## src/rtl/uart_alu_bridge_pkg.sv

```systemverilog
// Package uart_bridge_pkg: shared definitions for the UART<->ALU frame bridge.
//   state_t : bridge FSM states
//   nb_of   : bytes per field, ceil(width / 8)
//   cnt_w   : counter width able to hold 0..n (at least 1 bit)
package uart_bridge_pkg;

    typedef enum logic [2:0] {
        ST_GET_A,
        ST_GET_B,
        ST_GET_OP,
        ST_WAIT_ALU,
        ST_SEND,
        ST_WAIT_TX
    } state_t;

    function automatic int unsigned nb_of(input int unsigned w);
        return (w + 7) / 8;
    endfunction

    function automatic int unsigned cnt_w(input int unsigned n);
        return (n < 2) ? 1 : $clog2(n + 1);
    endfunction

endpackage

```

## src/rtl/uart_alu_bridge_if.sv

```systemverilog
// Interface uart_alu_bridge_if: UART handshake and ALU operand/result bundle.
//   slave  : bridge side (consumes i_*, drives o_*)
//   master : environment side (uart_rx/uart_tx/ALU; drives i_*, consumes o_*)
// Parameters DATA_W / OP_W must match the bridge instance.
interface uart_alu_bridge_if #(
    parameter int unsigned DATA_W = 8,
    parameter int unsigned OP_W   = 6
);
    logic              i_rx_done;
    logic [7:0]        i_rx;
    logic              i_tx_done;
    logic [DATA_W-1:0] i_alu_result;
    logic              o_tx_start;
    logic [7:0]        o_tx;
    logic [DATA_W-1:0] o_alu_a;
    logic [DATA_W-1:0] o_alu_b;
    logic [OP_W-1:0]   o_alu_opcode;
    logic              o_busy;
    logic              o_frame_err;

    modport slave (
        input  i_rx_done, i_rx, i_tx_done, i_alu_result,
        output o_tx_start, o_tx, o_alu_a, o_alu_b, o_alu_opcode, o_busy, o_frame_err
    );

    modport master (
        output i_rx_done, i_rx, i_tx_done, i_alu_result,
        input  o_tx_start, o_tx, o_alu_a, o_alu_b, o_alu_opcode, o_busy, o_frame_err
    );
endinterface

```

## src/rtl/uart_alu_bridge_packer.sv

```systemverilog
// Module uart_byte_packer: combinational byte insert into a multi-byte field.
//   field_i : current field value (DATA_W bits)
//   idx     : byte index, 0 = least significant byte
//   byte_i  : byte to insert
//   field_o : field with byte idx replaced; bits above DATA_W are discarded
module uart_byte_packer
    import uart_bridge_pkg::*;
#(
    parameter  int unsigned DATA_W = 8,
    localparam int unsigned NB     = nb_of(DATA_W),
    localparam int unsigned CNT_W  = cnt_w(NB)
) (
    input  logic [DATA_W-1:0] field_i,
    input  logic [CNT_W-1:0]  idx,
    input  logic [7:0]        byte_i,
    output logic [DATA_W-1:0] field_o
);
    localparam int unsigned PAD_W = NB * 8;

    logic [PAD_W-1:0] padded;

    always_comb begin
        padded               = '0;
        padded[DATA_W-1:0]   = field_i;
        for (int unsigned i = 0; i < NB; i++) begin
            if (idx == CNT_W'(i)) begin
                padded[i*8 +: 8] = byte_i;
            end
        end
        field_o = padded[DATA_W-1:0];
    end
endmodule

```

## src/rtl/uart_alu_bridge.sv

```systemverilog
// Module uart_alu_bridge: assembles operand A, operand B and an opcode from
// received UART bytes (LSB byte first), waits ALU_LAT cycles for the ALU, then
// sends the result back one byte per uart_tx handshake.
// Ports:
//   clk  : system clock, rising edge
//   rst  : asynchronous active-low reset
//   bus  : uart_alu_bridge_if.slave (rx/tx handshakes, ALU operands/result,
//          busy and frame-error status)
// Optional feature: define UART_BRIDGE_TIMEOUT_EN to abort a partial frame
// after TIMEOUT_CYC idle cycles between received bytes (o_frame_err pulse).
module uart_alu_bridge
    import uart_bridge_pkg::*;
#(
    parameter int unsigned DATA_W      = 8,
    parameter int unsigned OP_W        = 6,
    parameter int unsigned ALU_LAT     = 1,
    parameter int unsigned TIMEOUT_CYC = 100000
) (
    input  logic            clk,
    input  logic            rst,
    uart_alu_bridge_if.slave bus
);
    localparam int unsigned NB    = nb_of(DATA_W);
    localparam int unsigned PAD_W = NB * 8;
    localparam int unsigned CNT_W = cnt_w(NB);
    localparam int unsigned LAT_W = cnt_w(ALU_LAT);

    if (DATA_W < 1 || OP_W < 1 || OP_W > 8 || ALU_LAT < 1 || TIMEOUT_CYC < 1) begin : g_param_check
        $error("uart_alu_bridge: illegal parameter value");
    end

    state_t            state_q, state_d;
    logic [CNT_W-1:0]  cnt_q, cnt_d;
    logic [LAT_W-1:0]  lat_q, lat_d;
    logic [DATA_W-1:0] a_q, a_d, a_ins;
    logic [DATA_W-1:0] b_q, b_d, b_ins;
    logic [OP_W-1:0]   op_q, op_d;
    logic [PAD_W-1:0]  res_q, res_d;
    logic [7:0]        tx_q, tx_d;
    logic              start_q, start_d;
    logic              busy_q, busy_d;

    uart_byte_packer #(.DATA_W(DATA_W)) u_pack_a (
        .field_i (a_q),
        .idx     (cnt_q),
        .byte_i  (bus.i_rx),
        .field_o (a_ins)
    );

    uart_byte_packer #(.DATA_W(DATA_W)) u_pack_b (
        .field_i (b_q),
        .idx     (cnt_q),
        .byte_i  (bus.i_rx),
        .field_o (b_ins)
    );

`ifdef UART_BRIDGE_TIMEOUT_EN
    localparam int unsigned IDLE_W = cnt_w(TIMEOUT_CYC);
    logic [IDLE_W-1:0] idle_q, idle_d;
    logic              err_q, err_d;
`endif

    always_comb begin
        state_d = state_q;
        cnt_d   = cnt_q;
        lat_d   = lat_q;
        a_d     = a_q;
        b_d     = b_q;
        op_d    = op_q;
        res_d   = res_q;
        tx_d    = tx_q;
        start_d = 1'b0;
        busy_d  = busy_q;

        case (state_q)
            ST_GET_A: begin
                if (bus.i_rx_done) begin
                    a_d = a_ins;
                    if (cnt_q == '0) begin
                        busy_d = 1'b1;
                    end
                    if (cnt_q == CNT_W'(NB - 1)) begin
                        cnt_d   = '0;
                        state_d = ST_GET_B;
                    end else begin
                        cnt_d = cnt_q + CNT_W'(1);
                    end
                end
            end
            ST_GET_B: begin
                if (bus.i_rx_done) begin
                    b_d = b_ins;
                    if (cnt_q == CNT_W'(NB - 1)) begin
                        cnt_d   = '0;
                        state_d = ST_GET_OP;
                    end else begin
                        cnt_d = cnt_q + CNT_W'(1);
                    end
                end
            end
            ST_GET_OP: begin
                if (bus.i_rx_done) begin
                    op_d    = bus.i_rx[OP_W-1:0];
                    lat_d   = '0;
                    state_d = ST_WAIT_ALU;
                end
            end
            ST_WAIT_ALU: begin
                if (lat_q == LAT_W'(ALU_LAT - 1)) begin
                    res_d   = PAD_W'(bus.i_alu_result);
                    state_d = ST_SEND;
                end else begin
                    lat_d = lat_q + LAT_W'(1);
                end
            end
            ST_SEND: begin
                tx_d    = res_q[7:0];
                start_d = 1'b1;
                res_d   = res_q >> 8;
                cnt_d   = cnt_q + CNT_W'(1);
                state_d = ST_WAIT_TX;
            end
            ST_WAIT_TX: begin
                if (bus.i_tx_done) begin
                    if (cnt_q < CNT_W'(NB)) begin
                        state_d = ST_SEND;
                    end else begin
                        cnt_d   = '0;
                        busy_d  = 1'b0;
                        state_d = ST_GET_A;
                    end
                end
            end
            default: state_d = ST_GET_A;
        endcase

`ifdef UART_BRIDGE_TIMEOUT_EN
        // Abort only fires on cycles without a byte, so it never collides with
        // the field writes above.
        err_d  = 1'b0;
        idle_d = '0;
        if ((state_q == ST_GET_A && cnt_q != '0) ||
            state_q == ST_GET_B || state_q == ST_GET_OP) begin
            if (!bus.i_rx_done) begin
                if (idle_q == IDLE_W'(TIMEOUT_CYC - 1)) begin
                    err_d   = 1'b1;
                    cnt_d   = '0;
                    busy_d  = 1'b0;
                    state_d = ST_GET_A;
                end else begin
                    idle_d = idle_q + IDLE_W'(1);
                end
            end
        end
`endif
    end

    always_ff @(posedge clk or negedge rst) begin
        if (!rst) begin
            state_q <= ST_GET_A;
            cnt_q   <= '0;
            lat_q   <= '0;
            a_q     <= '0;
            b_q     <= '0;
            op_q    <= '0;
            res_q   <= '0;
            tx_q    <= '0;
            start_q <= 1'b0;
            busy_q  <= 1'b0;
        end else begin
            state_q <= state_d;
            cnt_q   <= cnt_d;
            lat_q   <= lat_d;
            a_q     <= a_d;
            b_q     <= b_d;
            op_q    <= op_d;
            res_q   <= res_d;
            tx_q    <= tx_d;
            start_q <= start_d;
            busy_q  <= busy_d;
        end
    end

`ifdef UART_BRIDGE_TIMEOUT_EN
    always_ff @(posedge clk or negedge rst) begin
        if (!rst) begin
            idle_q <= '0;
            err_q  <= 1'b0;
        end else begin
            idle_q <= idle_d;
            err_q  <= err_d;
        end
    end

    assign bus.o_frame_err = err_q;
`else
    assign bus.o_frame_err = 1'b0;
`endif

    assign bus.o_tx_start   = start_q;
    assign bus.o_tx         = tx_q;
    assign bus.o_alu_a      = a_q;
    assign bus.o_alu_b      = b_q;
    assign bus.o_alu_opcode = op_q;
    assign bus.o_busy       = busy_q;
endmodule

```

## src/flat_wrapper.sv

```systemverilog
// flat-port wrapper written by rule: the top's interface ports become plain ports
module uart_alu_bridge_flat import uart_bridge_pkg::*;
#(
    parameter int unsigned DATA_W      = 8,
    parameter int unsigned OP_W        = 6,
    parameter int unsigned ALU_LAT     = 1,
    parameter int unsigned TIMEOUT_CYC = 100000
)
  (clk, rst, bus_i_rx_done, bus_i_rx, bus_i_tx_done, bus_i_alu_result, bus_o_tx_start, bus_o_tx, bus_o_alu_a, bus_o_alu_b, bus_o_alu_opcode, bus_o_busy, bus_o_frame_err);
  uart_alu_bridge_if #(.DATA_W(DATA_W), .OP_W(OP_W)) bus_i ();
  input  logic clk;
  input  logic rst;
  input wire logic [$bits(bus_i.i_rx_done)-1:0] bus_i_rx_done;
  input wire logic [$bits(bus_i.i_rx)-1:0] bus_i_rx;
  input wire logic [$bits(bus_i.i_tx_done)-1:0] bus_i_tx_done;
  input wire logic [$bits(bus_i.i_alu_result)-1:0] bus_i_alu_result;
  output wire logic [$bits(bus_i.o_tx_start)-1:0] bus_o_tx_start;
  output wire logic [$bits(bus_i.o_tx)-1:0] bus_o_tx;
  output wire logic [$bits(bus_i.o_alu_a)-1:0] bus_o_alu_a;
  output wire logic [$bits(bus_i.o_alu_b)-1:0] bus_o_alu_b;
  output wire logic [$bits(bus_i.o_alu_opcode)-1:0] bus_o_alu_opcode;
  output wire logic [$bits(bus_i.o_busy)-1:0] bus_o_busy;
  output wire logic [$bits(bus_i.o_frame_err)-1:0] bus_o_frame_err;
  assign bus_i.i_rx_done = bus_i_rx_done;
  assign bus_i.i_rx = bus_i_rx;
  assign bus_i.i_tx_done = bus_i_tx_done;
  assign bus_i.i_alu_result = bus_i_alu_result;
  assign bus_o_tx_start = bus_i.o_tx_start;
  assign bus_o_tx = bus_i.o_tx;
  assign bus_o_alu_a = bus_i.o_alu_a;
  assign bus_o_alu_b = bus_i.o_alu_b;
  assign bus_o_alu_opcode = bus_i.o_alu_opcode;
  assign bus_o_busy = bus_i.o_busy;
  assign bus_o_frame_err = bus_i.o_frame_err;
  uart_alu_bridge #(.DATA_W(DATA_W), .OP_W(OP_W), .ALU_LAT(ALU_LAT), .TIMEOUT_CYC(TIMEOUT_CYC)) u_core (.clk(clk), .rst(rst), .bus(bus_i));
endmodule
```

## config.mk

```make
export PLATFORM = sky130hd
export DESIGN_NAME = uart_alu_bridge_flat
export DESIGN_NICKNAME = d
export VERILOG_FILES = /design/src/rtl/uart_alu_bridge_pkg.sv /design/src/rtl/uart_alu_bridge_if.sv /design/src/rtl/uart_alu_bridge_packer.sv /design/src/rtl/uart_alu_bridge.sv /design/src/flat_wrapper.sv
export SDC_FILE = /design/constraint.sdc
export NUM_CORES = 1
export LEC_CHECK = 0
export CAP_MARGIN = 25
export CORE_ASPECT_RATIO = 1.25
export CORE_MARGIN = 2
export CORE_UTILIZATION = 35
export CTS_CLUSTER_SIZE = 8
export DETAILED_ROUTE_END_ITERATION = 12
export PLACE_DENSITY_LB_ADDON = 0.05
export SYNTH_ARGS = -nofsm -noshare
export SYNTH_HDL_FRONTEND = slang
export SYNTH_HIERARCHICAL = 1
export SYNTH_SLANG_ARGS = --single-unit
```

## constraint.sdc

```tcl
create_clock -name clk -period 3.8 [get_ports clk]
set_input_delay 0.57 -clock clk [delete_from_list [all_inputs] [get_ports clk]]
set_output_delay 0.57 -clock clk [all_outputs]
set_load 0.02 [all_outputs]
```

==> impl_metrics.csv <==
group,metric,value,unit
run_status,outcome,"finished, final reports clean",
logic_synthesis,synth_seq_area_share,52.1,%
route,viasPerCell,5.18,
floorplan,io_pins,53,
timing,fin_crit,1.93,ns
logic_synthesis,synth_commonest_cells,"dfrtp_1 (44), mux2_2 (29), mux2_4 (16)",
worst_setup_path,r2r_setup_slack,1.87,ns
cts,clk_latency,0.29,ns
route,post_drt_wl_per_cell,16.6,µm
floorplan,die_area,6680,µm²
route,routed_wl,4.56,mm
route,drt_iter0_markers,38,
logic_synthesis,ys_warn_count,6,
floorplan,start_util,36.3,%
worst_setup_path,critPathCaptureType,"register",
logic_synthesis,synth-edff-count,0,
logic_synthesis,synth.most_common_cell,"dfrtp_1",
floorplan,fp-row-count,31,
floorplan,coreArea,5820,µm²
run,cap_violations,0,
global_routing,grt_first_pass_wirelength,7.40,mm
cells_and_area,stdcell_count,274,
cts,cts.path.max_buffers,2,
logic_synthesis,synth_flop_cell,"dfrtp_1",
logic_synthesis,postSynth.asyncResetShare,100,%
worst_setup_path,worstPathRequired,3.98,ns
worst_setup_path,crit_path_start_kind,"register",
cts,htree_num_levels,2,
logic_synthesis,synth_top_area_share,52.1,%
route,drc,0,
timing,tightest_slew,0.747,ns
floorplan,fp.dieH,90.9,µm
placed_design,dpl.hpwl,3.13,mm
cells_and_area,nets,227,
timing,post-route-period-util,50.9,%
logic_synthesis,synthCells,158,
pwr,static-leakage-power,1.19,nW
route,ant_nets,0,
timing,finalMaxSlewViolations,0,
cells_and_area,area_growth,33.3,%
route,vias,1419,
timing,finalClockSkew,0.00396,ns
cells_and_area,drive_gt1_share,33.2,%
timing,timing.fmax,517,MHz
floorplan,die_x,73.5,µm
worst_setup_path,cp_max_fo,19,
logic_synthesis,synth_area_leader_cell,"dfrtp_1",
timing,hold_violations,0,
logic_synthesis,synth.net_count,178,
global_routing,antenna_found_initial,0,
cells_and_area,final_cell_area,2820,µm²
timing,rsz0062_at_grt,"no",
placed_design,dp.cells,265,
placed_design,place_area,2670,µm²
cts,cts_tree,"built",
cts,cts_setup_buffers,0,
cts,hold_buffers,0,
cts,root_buffer,"clkbuf_8",
logic_synthesis,synth_area_leaders,"dfrtp_1 (52%), mux2_2 (15%), mux2_4 (11%), o221a_2 (3.7%), nand2_1 (2.1%)",
timing,setup_tns,0,ns
global_routing,grt_max_degree,45,
cts,clk_pin_slew,0.08,ns
logic_synthesis,syn-mean-instance-area,13.4,µm²
worst_setup_path,arrival,2.11,ns
logic_synthesis,netlist_area,2110,µm²
cells_and_area,fillCellCount,504,
cells_and_area,antenna_cells,0,
hold_path,min_path_type,"primary input to async pin",
timing,setup_viol,0,
cts,cts_resized,0,
placed_design,place_congestion,0.688,
placed_design,pre_cts_ws,1.64,ns
timing,finalWorstSetupSlack,1.87,ns
worst_setup_path,critPathKind,"register to register",
pwr,ir_drop,0.000339,V
logic_synthesis,ys_types,29,
route,dr.pass1.iters,4,
cts,cts.sink_count,44,
timing,slew-limit-headroom,50.2,%
global_routing,grt_pass1_vias,1498,
pwr,powerDensity,921,nW/µm²
global_routing,overflow,0,
logic_synthesis,ys_ff_latch,44,
global_routing,track_usage,14.3,%
placed_design,numPortBuffers,51,
cts,numCtsBuffers,5,
[layout by cell type (no fill, tap or decap), types with 2 or more instances in the layout]
cell type / count
nand3_1: 2
dfrtp_1: 44
buf_4: 2
nand2_1: 12
nor2_1: 4
mux2_4: 16
clkdlybuf4s50_1: 50
clkbuf_8: 7
nand2b_1: 3
nand3b_1: 2
o21ai_0: 8
o221a_2: 7
and2_1: 2
a21oi_1: 3
mux2_2: 29
[state kept, by name, summed over array words and instances (netlist names)]
name	flops
u_core/bus.o_tx	8
u_core/bus.o_alu_b	8
u_core/bus.o_tx_start	1
u_core/res_q	8
u_core/cnt_q	1
u_core/state_q	3
u_core/bus.o_alu_opcode	6
u_core/bus.o_busy	1
u_core/bus.o_alu_a	8
[worst paths after layout]
path / startpoint / end / cells past startpoint
min in group clk: u_core/bus.o_tx[7] / u_core/bus.o_tx[7] / 1
max reg2reg: u_core/state_q[1] / u_core/bus.o_alu_a[3] / 3
min: rst / u_core/state_q[0] / 1
max in group asynchronous: rst / u_core/bus.o_tx[2] / 2
max: u_core/state_q[1] / u_core/bus.o_alu_a[3] / 3
min reg2reg: u_core/bus.o_tx[7] / u_core/bus.o_tx[7] / 1
[metrics by stage]
stage / hold WS (ns) / power (mW) / utilization (%)
floorplan: 0.274 / 1.72 / -
global placement: 0.494 / 2.16 / 45.4
detailed placement: 0.494 / 2.23 / 45.9
CTS: 0.479 / 2.63 / 48.1
global route: 0.234 / 2.76 / 48.4
finish: 0.213 / 2.60 / 48.4
[cell families after synthesis]
kind of cell	after synthesis	share of synthesized area, %
AO/OA/AOI/OAI	23	8.11
buffers and inverters	13	3.79
flip-flops	44	52.1
multiplexers	46	27.3
other	1	0.177
AND/OR/NAND/NOR	31	8.52
[final cells by class]
| cell class | instances | area (µm²) | area share [%] |
|---|---|---|---|
| Clock buffer | 7 | 96.3 | 3.42 |
| Clock inverter | 1 | 30.0 | 1.07 |
| Multi-Input combinational cell | 101 | 940 | 33.3 |
| Sequential cell | 44 | 1100 | 39.1 |
| Tap cell | 66 | 82.6 | 2.93 |
| Timing Repair Buffer | 55 | 568 | 20.2 |
[report_power, final]
group,internal [mW],total (mW),switching (mW)
Combinational,0.742,1.27,0.532
Clock,0.232,0.390,0.158
Sequential,0.692,0.931,0.238
Total,1.67,2.60,0.929
[critical path: stages (launching register included)]
cell and delay (ns):
dfrtp_1 0.58, or2_4 0.37, nor3b_4 0.47, mux2_2 0.40
[routing by layer]
layer | wire length [µm] | track usage [%]
met2 | 2330 | 23.7
met5 | 0 | 0
met1 | 2000 | 18.1
met4 | 65 | 4.55
met3 | 158 | 3.13
No activity file was read; power rests on OpenSTA's default activity.
